`src/rtl/capture_trigger.sv`:
```
// Decimated probe sampler with masked level/edge trigger; emits post_count samples as a data/strobe stream.
// Output registers: probe_i reaches data_o/strob_o two edges after sampling; done_o follows the last strobe by one edge.
module capture_trigger #(
   parameter int DATA_LEN = 8,
   parameter int CNT_LEN  = 16,
   parameter int DIV_LEN  = 8
) (
   input  logic                clk,
   input  logic                rst,
   input  logic [DATA_LEN-1:0] probe_i,
   input  logic                arm_i,
   input  logic                abort_i,
   input  logic [DATA_LEN-1:0] trig_mask_i,
   input  logic [DATA_LEN-1:0] trig_value_i,
   input  logic                trig_edge_i,
   input  logic [DIV_LEN-1:0]  decim_i,
   input  logic [CNT_LEN-1:0]  post_count_i,
   output logic [DATA_LEN-1:0] data_o,
   output logic                strob_o,
   output logic                busy_o,
   output logic                triggered_o,
   output logic                done_o
);

   localparam logic [1:0] S_IDLE    = 2'd0;
   localparam logic [1:0] S_ARMED   = 2'd1;
   localparam logic [1:0] S_CAPTURE = 2'd2;
   localparam logic [1:0] S_FINISH  = 2'd3;

   logic [1:0]          state_q,  state_d;
   logic [DATA_LEN-1:0] probe_q,  probe_d;
   logic [DATA_LEN-1:0] mask_q,   mask_d;
   logic [DATA_LEN-1:0] value_q,  value_d;
   logic                edge_q,   edge_d;
   logic [DIV_LEN-1:0]  decim_q,  decim_d;
   logic [CNT_LEN-1:0]  post_q,   post_d;
   logic [DIV_LEN-1:0]  div_q,    div_d;
   logic                prev_q,   prev_d;
   logic [CNT_LEN-1:0]  remain_q, remain_d;
   logic [DATA_LEN-1:0] data_q,   data_d;
   logic                strob_q,  strob_d;
   logic                done_q,   done_d;

   logic active;
   logic tick;
   logic match;
   logic trig;

   assign active = (state_q == S_ARMED) || (state_q == S_CAPTURE);
   assign tick   = active && (div_q == '0);
   assign match  = ((probe_q ^ value_q) & mask_q) == '0;
   assign trig   = edge_q ? (match & ~prev_q) : match;

   always_comb begin
      state_d  = state_q;
      probe_d  = probe_i;
      mask_d   = mask_q;
      value_d  = value_q;
      edge_d   = edge_q;
      decim_d  = decim_q;
      post_d   = post_q;
      div_d    = div_q;
      prev_d   = prev_q;
      remain_d = remain_q;
      data_d   = data_q;
      strob_d  = 1'b0;
      done_d   = 1'b0;

      if (active) begin
         div_d = (div_q == '0) ? decim_q : div_q - DIV_LEN'(1);
      end

      case (state_q)
         S_IDLE: begin
            if (arm_i) begin
               mask_d  = trig_mask_i;
               value_d = trig_value_i;
               edge_d  = trig_edge_i;
               decim_d = decim_i;
               post_d  = (post_count_i == '0) ? CNT_LEN'(1) : post_count_i;
               div_d   = '0;
               prev_d  = 1'b1;
               state_d = S_ARMED;
            end
         end
         S_ARMED: begin
            if (tick) begin
               prev_d = match;
               if (trig) begin
                  // The trigger sample itself counts as the first emitted sample.
                  data_d   = probe_q;
                  strob_d  = 1'b1;
                  remain_d = post_q - CNT_LEN'(1);
                  state_d  = (post_q <= CNT_LEN'(1)) ? S_FINISH : S_CAPTURE;
               end
            end
         end
         S_CAPTURE: begin
            if (tick) begin
               data_d   = probe_q;
               strob_d  = 1'b1;
               remain_d = (remain_q == '0) ? '0 : remain_q - CNT_LEN'(1);
               if (remain_q <= CNT_LEN'(1)) begin
                  state_d = S_FINISH;
               end
            end
         end
         default: begin
            // One extra busy cycle so done_o and the busy/triggered fall share an edge.
            done_d  = 1'b1;
            state_d = S_IDLE;
         end
      endcase

      if (abort_i) begin
         state_d = S_IDLE;
         strob_d = 1'b0;
         done_d  = 1'b0;
      end
   end

   always_ff @(posedge clk) begin
      if (rst) begin
         state_q  <= S_IDLE;
         probe_q  <= '0;
         mask_q   <= '0;
         value_q  <= '0;
         edge_q   <= 1'b0;
         decim_q  <= '0;
         post_q   <= '0;
         div_q    <= '0;
         prev_q   <= 1'b1;
         remain_q <= '0;
         data_q   <= '0;
         strob_q  <= 1'b0;
         done_q   <= 1'b0;
      end else begin
         state_q  <= state_d;
         probe_q  <= probe_d;
         mask_q   <= mask_d;
         value_q  <= value_d;
         edge_q   <= edge_d;
         decim_q  <= decim_d;
         post_q   <= post_d;
         div_q    <= div_d;
         prev_q   <= prev_d;
         remain_q <= remain_d;
         data_q   <= data_d;
         strob_q  <= strob_d;
         done_q   <= done_d;
      end
   end

   assign data_o      = data_q;
   assign strob_o     = strob_q;
   assign done_o      = done_q;
   assign busy_o      = (state_q != S_IDLE);
   assign triggered_o = (state_q == S_CAPTURE) || (state_q == S_FINISH);

endmodule

```
`config.mk`:
```
export PLATFORM = sky130hd
export DESIGN_NAME = capture_trigger
export DESIGN_NICKNAME = d
export VERILOG_FILES = /design/src/rtl/capture_trigger.sv
export SDC_FILE = /design/constraint.sdc
export NUM_CORES = 1
export LEC_CHECK = 0
export CAP_MARGIN = 20
export CELL_PAD_IN_SITES_DETAIL_PLACEMENT = 1
export CELL_PAD_IN_SITES_GLOBAL_PLACEMENT = 1
export CORE_MARGIN = 5
export CORE_UTILIZATION = 40
export CTS_CLUSTER_SIZE = 30
export DETAILED_ROUTE_END_ITERATION = 7
export GPL_ROUTABILITY_DRIVEN = 0
export MAX_ROUTING_LAYER = met4
export PLACE_DENSITY = 0.83
export RECOVER_POWER = 100
export SKIP_LAST_GASP = 1
export SLEW_MARGIN = 40
export SYNTH_ARGS = -nofsm -noshare
export SYNTH_HDL_FRONTEND = slang
export SYNTH_SLANG_ARGS = --single-unit
export TNS_END_PERCENT = 5
```
`constraint.sdc`:
```
create_clock -name clk -period 2.9 [get_ports clk]
set_input_delay 0.435 -clock clk [delete_from_list [all_inputs] [get_ports clk]]
set_output_delay 0.435 -clock clk [all_outputs]
set_load 0.01 [all_outputs]
```
# Word level (Yosys, flattened, before mapping)
# Index checks and enable logic that the tools add are counted.
# Widths: inputs -> output; s select.
# totals
input_bits	53
elab_cells	77
regBits	86
memories	0
mem_bits_ro	0
latch_bits	0
out_inout_bits	12
ram_bits	0
# classes
n_reduce_logical	17
magnitude_cmp	2
n_bitwise	4
mul	0
n_addsub	3
n_mux	30
eq_ne	8
shift	0
div	0
# ops
op	n
$mux 16	5
$mux 8	7
$le 16x1->1 const B	2
$logic_not 16->1	2
$pmux 16 s2	1
$sub 16x1->16 const B	2
$logic_not 8->1	2
$pmux 8 s2	1
$mux 2	5
$and 8x8->8	1
$mux 1	8
$ne 2x2->1 const B	4
$sub 8x1->8 const B	1
$xor 8x8->8	1
$pmux 2 s3	1
$reduce_bool 2->1	3
$reduce_and 5->1	1
$eq 2x2->1 const B	2
$pmux 1 s2	2
$reduce_and 4->1	1
$reduce_and 3->1	1
$reduce_or 3->1	1
$eq 2x1->1 const B	1
$logic_not 2->1	1
other kinds (7)	8

# Logic depth before layout (Yosys ltp)
# depth
word_depth	8
mapped_depth	9
ltp_nobuf	8

# Least setup slack after synthesis
# No wires, ideal clock.
# synth_timing
kind	reg-to-reg
start	reg div_q[0]
end	reg data_q[2] (netlist: data_o[2])
stages_incl_launch_ff	10
period_less_slack_ps	2044
slack_ps	856
t_arrival_ps	1912
setup_time_ps	132
n_path_buf	2
required_ps	2768
path_cell_list	dfxtp_1 > inv_1 > ha_1 > or4b_1 > buf_2 > nor4_4 > nand2_2 > clkbuf_1 > o21ai_0 > a21oi_1
# synth_via
elab_chain_len	4
word_cells_on_any_way	5
cone_classes	eq/ne: 2; reduce/logical: 3
# synth_rtl
element	line	rtl
start, declared	37	logic [DIV_LEN-1:0] div_q, div_d;
start signal, assigned	145	div_q <= div_d;
$logic_not 8->1 *	50	assign tick = active && (div_q == '0);
$logic_and 1x1->1 *	50	
$ne 2x2->1 (no source line)	--	
$reduce_and 4->1 (no source line) *	--	
end signal, assigned	148	data_q <= data_d;
end, declared	40	logic [DATA_LEN-1:0] data_q, data_d;
# Mark *: on every way between the ends. The rest lies on a longest branch, timed or not.
# A chain may end at the register's enable or synchronous reset.

# Worst setup path after layout
# layout_timing
start	reg div_q[0]
end	reg remain_q[5]
# layout_via
elab_chain_len	4
word_cells_on_any_way	5
cone_classes	eq/ne: 2; reduce/logical: 3
# layout_rtl
element	line	rtl
$logic_not 8->1 *	50	
$logic_and 1x1->1 *	50	
$ne 2x2->1 (no source line)	--	
$reduce_and 4->1 (no source line) *	--	
end signal, assigned	147	remain_q <= remain_d;
end, declared	39	logic [CNT_LEN-1:0] remain_q, remain_d;
# Marks and branches as above.

==> flow_summary.toml <==
[route]
drt-initial-drc-count = 161
ant_nets = 0
vias = 3841
wire_per_inst_um = 18.71
dr.pass1.iters = 5
drc = 0
finalWirelength_um = 12350
drt-vias-per-instance = 5.820

[final_layout]
multiInputGateArea_um2 = 2223
nets = 583
finalNonFillerCells = 660
regArea_um2 = 1722
insertedDiodeCount = 0
layout-drive-gt1-share = 0.06489
finalCoreUtilization = 0.5020
fillers = 1188
synthToLayoutAreaGrowth_pct = 24.29

[yosys]
synth_top_area_frac = 0.4204
synth_fp_nets = 525
ys_async_sr_fraction = 0
yosys.area.top_type = "dfxtp_1"
syn_area_per_cell_um2 = 8.883
ys_seq_elements = 86
synth_most_common_cell = "dfxtp_1"
synthTopCellsByArea = "dfxtp_1 (42%), a22o_1 (8.6%), o21ai_0 (4.8%)"
netlist_area_um2 = 4095
ys_seq_area_frac = 0.4204
synthTopCellsByCount = "dfxtp_1 (86), a22o_1 (40), o21ai_0 (39)"
synth_edf_count = 0
ys_types = 50
yosysWarnings = 0
syn_inst = 461
synth_ff_type = "dfxtp_1"

[worst_setup_path]
max_stage_delay_ns = 0.62
path_cells = "inv_1 -> ha_1 -> or4b_1 -> nor4_4 -> nand2_2 -> o311ai_0 -> o21ai_0"
crit_path_top_delay_cell = "or4b_1"
cp.required_ns = 3.13
start_kind = "register"
path_buf_inv = 1
cp_max_fo = 19
worstPathArrival_ns = 2.85
cp_top_family = "simple AND/OR/NAND/NOR gates"
r2r_setup_slack_ns = 0.28
critical_path_class = "register to register"
cp-end-kind = "register"

[cts]
cts_root_buf = "clkbuf_8"
numCtsBuffers = 9
cts_repair_resize_count = 0
clockBufferDepth = 2
postCtsSetupBuffers = 0
clk_pin_slew_ns = 0.10
cts_tree = "yes"
htreeDepth = 3
cts.sinks = 86
ctsHoldBuffers = 0
clkLatencyLatePin_ns = 0.36

[floorplanning]
row_count = 37
die_area_um2 = 12360
core-area_um2 = 10140
die_h_um = 111.2
start_util = 0.4039
die_width_um = 111.2
ioPinCount = 65

[power_and_ir_drop]
combPwrFrac = 0.211
intPower_w = 0.001942
sw_frac_of_total = 0.3081
p_sw_w = 0.0008647
vdd_ir_drop_max_mv = 0.2976
power_density_nw_per_um2 = 551.4
clkPwrFrac = 0.324
pwr-share-seq = 0.465
leakage_nw = 1.979

[timing]
finalWorstPathRequiredPeriod_ns = 2.624
timing.slew.headroom = 0.1980
holdWs_ns = 0.4758
setup_viol_count_final = 0
final.setup.tns_ns = 0
tightest_slew_ns = 1.202
slew_viol_final = 0
max_freq_mhz = 381.1
period_share = 0.9047
setup_slack_ns = 0.2763
rsz0062_at_grt = "no"
fin_skew_ns = 0.01381
hold_viol = 0

[min_path]
min_path_type = "register to register"

[flow_run]
max_cap_violations = 0

[place]
dp_hpwl_um = 9091
port_buffers = 64
place_ws_ns = 0.2811
dp_cells = 644

[run_status]
run_status = "complete, no violations"

[global_routing]
grt_max_degree = 40
grt_first_pass_wirelength_um = 20530
grt_usage = 0.2067
grt_pass1_vias = 4024
antenna_found_initial = 0
overflow = 0
-- metrics by stage --
stage | power [W] | cell area (µm²)
finish | 0.002806 | 5090
CTS | 0.002828 | 5105
detailed placement | 0.001920 | 4892
global route | 0.002944 | 5090
floorplan | 0.001698 | 4095
global placement | 0.001894 | 4882
-- cell usage in the layout, fill, tap and decap left out, drive strengths merged, types with 15 or more instances in the layout --
cell type / synthesis / final
a21oi: 23 / 23
a22o: 40 / 40
clkdlybuf4s50: 0 / 50
dfxtp: 86 / 86
inv: 12 / 15
nand2: 27 / 27
nand3: 18 / 18
nor2: 32 / 32
nor3: 18 / 18
o21ai: 40 / 40
xor2: 15 / 15
-- final timing paths --
path | start | to | cells past startpoint
worst max register to register | div_q[0]$_SDFF_PP0_ | remain_q[5]$_SDFFE_PP0P_ | 7
worst min-delay path | data_o[1]$_SDFFE_PP0P_ | data_o[1]$_SDFFE_PP0P_ | 2
worst max-delay path | div_q[0]$_SDFF_PP0_ | remain_q[5]$_SDFFE_PP0P_ | 7
worst min register to register | data_o[1]$_SDFFE_PP0P_ | data_o[1]$_SDFFE_PP0P_ | 2
-- worst min-delay path: cells and delay by family (launching register included) --
kind               cells  cell delay (ns)
DFF                    1             0.31
AOI/OAI and AO/OA      2             0.12
-- power by group through the flow --
| stage | logic (W) | registers (W) | clock network, W |
|---|---|---|---|
| 3_5_place_dp | 0.000590 | 0.00133 | 0 |
| 5_1_grt | 0.000653 | 0.00131 | 0.000978 |
| 3_3_place_gp | 0.000568 | 0.00133 | 0 |
| 6_report | 0.000592 | 0.00130 | 0.000910 |
| 4_1_cts | 0.000597 | 0.00130 | 0.000927 |
| 2_1_floorplan | 0.000389 | 0.00131 | 0 |
-- cells by family (layout without fill, tap and decap cells) --
family | count (synthesis) | count (layout) | share of synthesized area
AOI/OAI and AO/OA | 151 | 151 | 0.2560
and+or+nand+nor | 146 | 146 | 0.1925
DFF | 86 | 86 | 0.4204
buffers and inverters | 40 | 103 | 0.03849
xor gates and xnor gates | 23 | 23 | 0.04919
adders and majority gates | 11 | 11 | 0.03361
muxes | 4 | 4 | 0.009777
-- sequential cells by signal, summed over array words and instances (netlist names), 2 cells and up --
signal / flops
data_o: 8
div_q: 8
probe_q: 8
state_q: 2
post_q: 16
decim_q: 8
mask_q: 8
value_q: 8
remain_q: 16
-- per-layer routing --
metal / part of all wire / GRT usage / vias to the layer above
li1: - / - / 1833
met1: 0.44 / 0.2595 / 1886
met2: 0.50 / 0.3438 / 98
met3: 0.036 / 0.03002 / 24
met4: 0.022 / 0.06569 / 0
met5: 0 / - / -
-- layout make-up --
class | instances | area share
Inverter | 12 | 0.008850
Tap cell | 136 | 0.03343
Clock buffer | 10 | 0.02704
Multi-Input combinational cell | 335 | 0.4368
Clock inverter | 6 | 0.01475
Timing Repair Buffer | 75 | 0.1409
Sequential cell | 86 | 0.3382
No activity file was read; power rests on OpenSTA's default activity.
